**src/rtl/mux_arbiter.sv**
```systemverilog
// Two-requester round-robin arbiter feeding one registered output word through a 2:1 mux.
// Valid/ready: a word transfers downstream on any rising edge where out_valid && out_ready.
module mux_arbiter #(
  parameter int WIDTH = 8,
  parameter int BURST = 2
) (
  input  logic             clock,
  input  logic             reset_n,
  input  logic             req1,
  input  logic [WIDTH-1:0] in1,
  output logic             ack1,
  input  logic             req2,
  input  logic [WIDTH-1:0] in2,
  output logic             ack2,
  output logic [WIDTH-1:0] out,
  output logic             out_valid,
  input  logic             out_ready,
  output logic             s,
  output logic [0:0]       state
);

  localparam logic [0:0] IDLE = 1'b0;
  localparam logic [0:0] BUSY = 1'b1;
  localparam int CW = $clog2(BURST + 1);
  localparam logic [CW-1:0] BURST_C = CW'(BURST);

  logic          last1;      // 1: last grant went to in1
  logic [CW-1:0] burst_cnt;
  logic          load;
  logic          grant;
  logic          pick1;
  logic          repeat_ok;
  logic [CW-1:0] cnt_next;

  assign out_valid = (state == BUSY);
  assign load      = !out_valid || out_ready;
  assign grant     = reset_n && load && (req1 || req2);

  // burst_cnt==0 means no burst in progress, so the other side wins the first contest.
  assign repeat_ok = (burst_cnt != '0) && (burst_cnt < BURST_C);

  always_comb begin
    pick1 = req1;
    if (req1 && req2) begin
      pick1 = last1 ? repeat_ok : !repeat_ok;
    end
  end

  always_comb begin
    cnt_next = CW'(1);
    if (pick1 == last1) begin
      cnt_next = (burst_cnt < BURST_C) ? burst_cnt + CW'(1) : burst_cnt;
    end
  end

  assign ack1 = grant && pick1;
  assign ack2 = grant && !pick1;

  always_ff @(posedge clock) begin
    if (!reset_n) begin
      out       <= '0;
      s         <= 1'b0;
      state     <= IDLE;
      last1     <= 1'b0;
      burst_cnt <= '0;
    end else if (grant) begin
      out       <= pick1 ? in1 : in2;
      s         <= pick1;
      state     <= BUSY;
      last1     <= pick1;
      burst_cnt <= cnt_next;
    end else if (out_ready) begin
      state <= IDLE;
    end
  end

endmodule

```
**config.mk**
```make
export PLATFORM = sky130hd
export DESIGN_NAME = mux_arbiter
export DESIGN_NICKNAME = d
export VERILOG_FILES = /design/src/rtl/mux_arbiter.sv
export SDC_FILE = /design/constraint.sdc
export NUM_CORES = 1
export LEC_CHECK = 0
export ABC_CLOCK_PERIOD_IN_PS = 1300
export BUFFER_PORTS_ARGS = -buffer_cell sky130_fd_sc_hd__buf_2
export CELL_PAD_IN_SITES_DETAIL_PLACEMENT = 1
export CELL_PAD_IN_SITES_GLOBAL_PLACEMENT = 2
export CORE_ASPECT_RATIO = 1.75
export CORE_UTILIZATION = 20
export DETAILED_ROUTE_END_ITERATION = 10
export PLACE_DENSITY_LB_ADDON = 0.1
export SYNTH_ARGS = -nofsm -noshare
export SYNTH_HDL_FRONTEND = slang
export SYNTH_SLANG_ARGS = --single-unit
```
**constraint.sdc**
```tcl
create_clock -name clock -period 1.3 [get_ports clock]
set_input_delay 0.26 -clock clock [delete_from_list [all_inputs] [get_ports clock]]
set_output_delay 0.26 -clock clock [all_outputs]
set_load 0.02 [all_outputs]
```
==> results of run 1 <==
worst max-delay path, cell delays in order, from the launching register on:
cell and delay [ns]:
dfxtp_2 0.34, inv_2 0.05, ha_4 0.16, xnor2_2 0.12
o21ai_2 0.17, buf_4 0.15, nor2_4 0.03, buf_6 0.14
registers in the layout, summed over array words and instances (netlist names):
register	count
out	8
last1	1
out_valid	1
burst_cnt	2
power groups by stage:
stage	clock network, mW	registers (mW)	logic [mW]
floorplan	0	0.460	0.141
global placement	0	0.427	0.287
detailed placement	0	0.428	0.290
CTS	0.351	0.421	0.318
global route	0.367	0.425	0.366
finish	0.335	0.421	0.331
logic make-up (layout without fill, tap and decap cells):
| kind of cell | after synthesis | in the layout | synth area share (%) |
|---|---|---|---|
| buffers and inverters | 8 | 56 | 7.22 |
| XOR/XNOR | 1 | 1 | 1.49 |
| adder cells (fa/ha/maj) | 1 | 1 | 2.12 |
| AO/OA/AOI/OAI | 28 | 28 | 28.9 |
| flip-flops | 12 | 12 | 40.8 |
| AND/OR/NAND/NOR | 6 | 6 | 5.94 |
| multiplexers | 8 | 8 | 13.6 |
layout by cell type (no fill, tap or decap):
cell      count
nand2b_1      2
a211o_1       1
inv_2         1
dfxtp_2       2
buf_6         4
nor2_4        1
a31o_1        1
o211ai_1      1
mux2i_1       7
inv_1         3
ha_4          1
nor2b_1       2
a21oi_1       8
o21ai_0       8
a41oi_2       1
a31oi_1       2
buf_2        31
o211a_2       1
a211oi_1      1
buf_4        14
o21a_1        1
dfxtp_1      10
o21ai_2       2
xnor2_2       1
mux2i_2       1
a21oi_2       1
clkbuf_8      3
and2_4        1
final timing paths:
path,start,endpoint,slack (ns),cells after the start
worst max-delay path,burst_cnt[1],ack1,-0.35,7
worst min-delay path,in2[4],out[4],0.30,3
worst max register to register,burst_cnt[1],out[5],-0.19,8
worst min register to register,burst_cnt[0],burst_cnt[0],0.51,1
metrics by stage:
stage	setup slack [ns]	hold WS, ns	total power, mW
5_1_grt	-0.416	0.302	1.16
2_1_floorplan	-0.0938	0.433	0.601
4_1_cts	-0.346	0.289	1.09
3_3_place_gp	-0.139	0.520	0.713
6_report	-0.352	0.298	1.09
3_5_place_dp	-0.179	0.529	0.719
per-layer routing:
layer | global-route usage [%] | up-vias | wire length, um
li1 | - | 330 | -
met1 | 12.6 | 312 | 650
met2 | 23.4 | 21 | 1020
met3 | 3.19 | 4 | 100
met4 | 8.08 | 0 | 42
met5 | 0 | - | 0
what timing repair did:
item                       4_1_cts  5_1_grt
setup endpoints to repair       13       13
pin swaps                       12       10
resized for setup               10        3
setup buffers                    5        3
final cells by class:
class	instances	area share, %
multi-input cells	44	35.8
repair buffers	49	30.7
flip-flops and latches	12	24.4
clock buffers	3	4.16
well taps	27	3.40
inverters	4	1.51
==> impl_metrics.tcl, run 1 <==
set metrics [dict create \
    first_global_vias 691 \
    syn_inst 64 \
    max_slew_margin_pct 76.2 \
    nets 136 \
    combinationalPowerShare_pct 30.4 \
    power_frac_seq_pct 38.7 \
    dp_hpwl_mm 1.40 \
    rsz0062_at_grt "true" \
    synth_most_common_cell "dfxtp_1" \
    wl_per_cell_um 13.0 \
    n_fill_cell 353 \
    ys_ff_latch 12 \
    grt_pass1_wl_mm 2.97 \
    die_w_um 43.0 \
    switchingPower_uw 312 \
    routed-via-count 667 \
    ys_types 24 \
    area_delta_synth_final_pct 68.6 \
    path_max_fanout 3 \
    dr.pass1.iters 4 \
    synthFlopType "dfxtp_1" \
    final_hold_viol_count 0 \
    finalSetupViolations 13 \
    num_rows 25 \
    die-area_um2 3180 \
    fin_area_um2 993 \
    p_per_area_nw_per_um2 1090 \
    violations "negative setup slack" \
    drt_wl_total_mm 1.81 \
    seq_area_um2 243 \
    ant_nets 0 \
    synth_edf_count 0 \
    p_sw_share_pct 28.8 \
    power.internal_uw 773 \
    synth_top_area_share_pct 40.8 \
    fin_setup_tns_ns -2.46 \
    clkTransAtPathRegs_ns 0.05 \
    drv_slew 0 \
    min_period_ns 1.65 \
    cts_max_path_buffers 2 \
    place_area_um2 862 \
    diodes 0 \
    synthTopCellsByCount "dfxtp_1 (12), a21oi_1 (9), o21ai_0 (9)" \
    fmax_mhz 605 \
    hold_class "in2reg" \
    outcome "complete, but fails checks" \
    layoutNonFillerInstCount 139 \
    cts_made_buffers 3 \
    portBuffers 33 \
    gr-total-overflow 0 \
    drc_errors 0 \
    clock_latency_ns 0.24 \
    fin_skew_ns 0.000491 \
    syn_avg_cell_area_um2 9.21 \
    cts.sinks 12 \
    endpoint_kind "output pin" \
    async_flop_share_pct 0 \
    ys_top_cells_by_area "dfxtp_1 (41%), mux2i_1 (14%), a21oi_1 (7.6%), o21ai_0 (7.6%), inv_1 (2.5%)" \
    place_congestion 0.698 \
    ctsHtreeMaxLevel 1 \
    syn_area_um2 589 \
    antenna_found_initial 0 \
    die_h_um 73.8 \
    drt_iter0_markers 9 \
    io_pins 34 \
    crit_required_ns 1.04 \
    vdd_drop_max_mv 0.439 \
    worst_ep_arrival_time_ns 1.39 \
    synth-seq-area-share_pct 40.8 \
    via_per_inst 4.80 \
    tightest_slew_ns 0.356 \
    track_usage_pct 12.9 \
    start_util_pct 21.4 \
    syn-num-nets 86 \
    worst_slack_ns -0.352 \
    hold_buffers 0 \
    grt_max_degree 11 \
    ys.warnings.count 0 \
    dp_cells 130 \
    core_area_um2 2750 \
    synth_top_cell_by_area "dfxtp_1" \
    path_class "reg2out" \
    fin_util_pct 36.1 \
    startpoint_type "flop" \
    maxCapViolCount 0 \
    multiInputGateArea_um2 355 \
    clockRootBuffer "clkbuf_8" \
    final_layout_size_suffix_gt1_share_pct 58.0 \
    leakage_nw 0.490 \
    timing.final.crit_share_pct 127 \
    cts_tree "yes" \
    clkPwrFrac_pct 30.8 \
]
(Power assumes the default switching activity.)
==> inputs of run 2 (changes only) <==
==> constraint.sdc (replaced) <==
create_clock -name clock -period 1.3 [get_ports clock]
set_input_delay 0.26 -clock clock [delete_from_list [all_inputs] [get_ports clock]]
set_output_delay 0.26 -clock clock [all_outputs]
set_load 0.1 [all_outputs]
==> run 2 against run 1 <==
Effect of this change: the flow still finishes with violations (negative setup slack); largest cell class is now buffers; hold slack got worse by 0.0072 ns; design area increased by 24%; maximum frequency decreased by 2.6%; critical path type unchanged.
==> impl_metrics.tcl, run 2 (synthesized netlist as in run 1, its figures left out) <==
set metrics [dict create \
    drt_wl_total_mm 2.10 \
    rsz0062_at_grt "true" \
    cts_max_path_buffers 2 \
    clock_latency_ns 0.24 \
    regMostFlops "out" \
    place_area_um2 1070 \
    critPathMaxStageDelay_ns 0.33 \
    grt_pass1_wl_mm 3.22 \
    timing.final.crit_share_pct 131 \
    hold_class "in2reg" \
    violations "negative setup slack" \
    hold_buffers 0 \
    cp_cell_sequence "inv_2, ha_4, xnor2_2, o21ai_2, buf_4, nor2_4, buf_12" \
    core_area_um2 2750 \
    die_w_um 43.0 \
    largest_registers "out (8), burst_cnt (2)" \
    leakage_nw 0.547 \
    start_util_pct 21.4 \
    tightest_slew_ns 0.483 \
    via_per_inst 4.80 \
    die_h_um 73.8 \
    dp_cells 129 \
    fin_skew_ns 0.00113 \
    final_layout_size_suffix_gt1_share_pct 70.3 \
    cts_made_buffers 3 \
    num_rows 25 \
    fin_util_pct 44.7 \
    clockRootBuffer "clkbuf_8" \
    nets 135 \
    path_class "reg2out" \
    first_global_vias 723 \
    track_usage_pct 13.9 \
    max_slew_margin_pct 68.0 \
    place_congestion 0.714 \
    outcome "complete, but fails checks" \
    path_max_fanout 3 \
    power_mw 1.43 \
    grt_max_degree 19 \
    vdd_drop_max_mv 0.479 \
    gr-total-overflow 0 \
    drv_slew 0 \
    fin_area_um2 1230 \
    antenna_found_initial 0 \
    fmax_mhz 589 \
    crit_required_ns 1.04 \
    worst_slack_ns -0.397 \
    final_cell_mix "buf_2 (21), buf_12 (13), buf_4 (13), dfxtp_2 (10)" \
    diodes 0 \
    io_pins 34 \
    dp_hpwl_mm 1.44 \
    ant_nets 0 \
    layoutNonFillerInstCount 138 \
    clkTransAtPathRegs_ns 0.05 \
    p_per_area_nw_per_um2 1160 \
    finalSetupViolations 13 \
    fin_setup_tns_ns -2.66 \
    largest_reg_flops 8 \
    drt_iter0_markers 4 \
    final_hold_viol_count 0 \
    min_period_ns 1.70 \
    crit_family "buffers and inverters" \
    worst_ep_arrival_time_ns 1.44 \
    cts_tree "yes" \
    layout_commonest_cell "buf_2" \
    area_delta_synth_final_pct 109 \
    routed-via-count 663 \
    critPathSlowestCell "dfxtp_2" \
    wl_per_cell_um 15.2 \
    rrSetupSlack_ns -0.23 \
    maxCapViolCount 0 \
    endpoint_kind "output pin" \
    drc_errors 0 \
    die-area_um2 3180 \
    path_buf_inv 3 \
    portBuffers 33 \
    cts.sinks 12 \
    dr.pass1.iters 2 \
    startpoint_type "flop" \
    ctsHtreeMaxLevel 1 \
]
run 2: cell types whose count changed in the layout (fill, tap and decap cells not counted), sizes merged:
cell / before / now
buf: 49 / 48
run 2: final timing paths:
kind	from	endpoint	cells after the start
worst max-delay path	burst_cnt[1]	ack1	7
worst min-delay path	in1[4]	out[4]	3
worst max register to register	burst_cnt[1]	out[2]	8
worst min register to register	out[6]	out[6]	2
run 2: per-stage QoR:
stage / hold slack (ns) / worst slack (ns)
final: 0.291 / -0.397
after global routing: 0.301 / -0.460
after CTS: 0.286 / -0.400
after detailed placement: 0.533 / -0.184
after global placement: 0.512 / -0.157
after floorplan: 0.423 / -0.364
run 2: layout make-up:
type                    count  area [um^2]
flip-flops and latches     12          260
repair buffers             48          474
well taps                  27         33.8
multi-input cells          44          407
clock buffers               3         41.3
fillers                   312         1520
inverters                   4         15.0
run 2: report_power, final:
group          switching, mW  total, mW  internal (mW)
Sequential            0.0335      0.440          0.406
Combinational          0.386      0.658          0.271
Clock                  0.132      0.336          0.204
Total                  0.552       1.43          0.881
run 2: what timing repair did:
action                                 4_1_cts  5_1_grt
resized for setup                            5       10
buffers inserted                             4        4
endpoints found under the hold margin        0        0
pin swaps                                    9        6
cloned                                       0        0
setup endpoints to repair                   13       13
run 2: tightest hold or removal path, stage by stage:
cell and delay, ns:
buf_2 0.07, mux2i_1 0.05, a21oi_1 0.11
run 2: routing by layer:
metal | share of wire, % | global-route usage [%] | vias up
met4 | 3.5 | 6.06 | 0
met2 | 59 | 27.9 | 22
met1 | 33 | 12.4 | 306
li1 | - | - | 327
met5 | 0 | 0 | -
met3 | 5.0 | 3.69 | 8
==> inputs of run 3 (changes only) <==
PLACE_DENSITY_LB_ADDON = 0.12   (was 0.1)
==> run 3 against run 2 <==
Effect of this change: the run still ends with negative setup slack left; flip-flop and latch count unchanged; sequential share of layout area increased by 0.87 points; count of clock-buffer cells in the layout grew 1; critical path depth unchanged; first-iteration DRC count grew to 3.8 times the previous value; register-to-register slack worse by 0.02 ns; critical path type unchanged; largest power group unchanged.
==> impl_metrics.tcl, run 3 (synthesized netlist as in run 1, its figures left out) <==
set metrics [dict create \
    fmax_mhz 584 \
    whs_ns 0.287 \
    final_layout_size_suffix_gt1_share_pct 67.6 \
    worst_slack_ns -0.414 \
    clkTransAtPathRegs_ns 0.06 \
    routed-via-count 662 \
    startpoint_type "flop" \
    outcome "complete, but fails checks" \
    dp_cells 129 \
    ant_nets 0 \
    cts_made_buffers 3 \
    rsz0062_at_grt "true" \
    vdd_drop_max_mv 0.589 \
    portBuffers 33 \
    fin_setup_tns_ns -2.87 \
    first_global_vias 762 \
    place_area_um2 1060 \
    hold_class "in2reg" \
    critPathMaxStageDelay_ns 0.33 \
    ctsHtreeMaxLevel 1 \
    core_area_um2 2750 \
    num_rows 25 \
    p_per_area_nw_per_um2 1240 \
    endpoint_kind "output pin" \
    power_mw 1.47 \
    clockRootBuffer "clkbuf_8" \
    fin_area_um2 1180 \
    antenna_found_initial 0 \
    dp_hpwl_mm 1.42 \
    layout_commonest_cell "buf_2" \
    start_util_pct 21.4 \
    track_usage_pct 14.4 \
    grt_pass1_wl_mm 3.37 \
    io_pins 34 \
    rr_worst_depth 9 \
    rrSetupSlack_ns -0.25 \
    via_per_inst 4.80 \
    tightest_slew_ns 0.487 \
    die_h_um 73.8 \
    largest_registers "out (8), burst_cnt (2)" \
    timing.final.crit_share_pct 132 \
    drc_errors 0 \
    die_w_um 43.0 \
    finalSetupViolations 12 \
    final_hold_viol_count 0 \
    cp_cell_sequence "inv_2, ha_4, xnor2_2, o21ai_2, buf_6, nor2_4, buf_12" \
    wl_per_cell_um 14.1 \
    drv_slew 0 \
    largest_reg_flops 8 \
    crit_family "buffers and inverters" \
    max_slew_margin_pct 67.7 \
    cts.sinks 12 \
    path_class "reg2out" \
    path_depth 7 \
    min_period_ns 1.71 \
    cts_tree "yes" \
    final_cell_mix "buf_2 (22), buf_12 (11), buf_4 (11), dfxtp_2 (10)" \
    path_max_fanout 2 \
    gr-total-overflow 0 \
    grt_max_degree 19 \
    hold_buffers 0 \
    die-area_um2 3180 \
    worstHoldPathCells 3 \
    crit_required_ns 1.04 \
    clock_latency_ns 0.24 \
    worst_ep_arrival_time_ns 1.45 \
    violations "negative setup slack" \
    maxCapViolCount 0 \
    cts_max_path_buffers 2 \
    fin_skew_ns 0.00144 \
    regMostFlops "out" \
    dr.pass1.iters 2 \
    layoutNonFillerInstCount 138 \
    drt_iter0_markers 15 \
    drt_wl_total_mm 1.94 \
    area_delta_synth_final_pct 101 \
    nets 134 \
    path_buf_inv 3 \
    leakage_nw 0.543 \
    diodes 0 \
    critPathSlowestCell "dfxtp_2" \
    place_congestion 0.708 \
]
[run 3: cell count changes in the layout (fill, tap and decap cells not counted), sizes merged]
cell | previous run | this run
buf | 48 | 47
clkbuf | 3 | 4
[run 3: worst paths after layout]
kind,from,endpoint
worst max-delay path,burst_cnt[1],ack1
worst min-delay path,in1[1],out[1]
worst max register to register,burst_cnt[1],last1
worst min register to register,out[1],out[1]
[run 3: metal layers]
layer,vias to the layer above,share of wire [%],wire length (um),GRT usage (%)
met5,-,0,0,0
met4,0,2.8,55,9.09
met3,6,3.2,63,1.97
met2,21,60,1160,27.3
met1,310,34,663,14.1
li1,325,-,-,-
[run 3: metrics by stage]
step	worst slack (ns)	utilization, %
final	-0.414	43.0
after global routing	-0.494	43.0
after CTS	-0.393	42.7
after detailed placement	-0.247	38.4
after global placement	-0.190	38.4
after floorplan	-0.364	-
[run 3: area by class of cell]
cell class | count | area, um^2
clock buffers | 4 | 55.1
fillers | 324 | 1570
inverters | 4 | 15.0
multi-input cells | 44 | 372
flip-flops and latches | 12 | 260
well taps | 27 | 33.8
repair buffers | 47 | 447
[run 3: tightest hold or removal path, cell delays in order]
cell and delay [ns]:
buf_2 0.07, mux2i_1 0.05, a21oi_1 0.11
[run 3: repair_timing]
action	4_1_cts	5_1_grt
buffers inserted	5	3
hold endpoints to repair	0	0
pin swaps	9	4
cloned	0	0
setup endpoints to repair	12	13
resized for setup	9	2
[run 3: power breakdown]
group          switching (mW)  total (mW)  internal [mW]
sequential             0.0321       0.438          0.406
combinational           0.369       0.614          0.245
clock                   0.151       0.419          0.268
total                   0.552        1.47          0.919
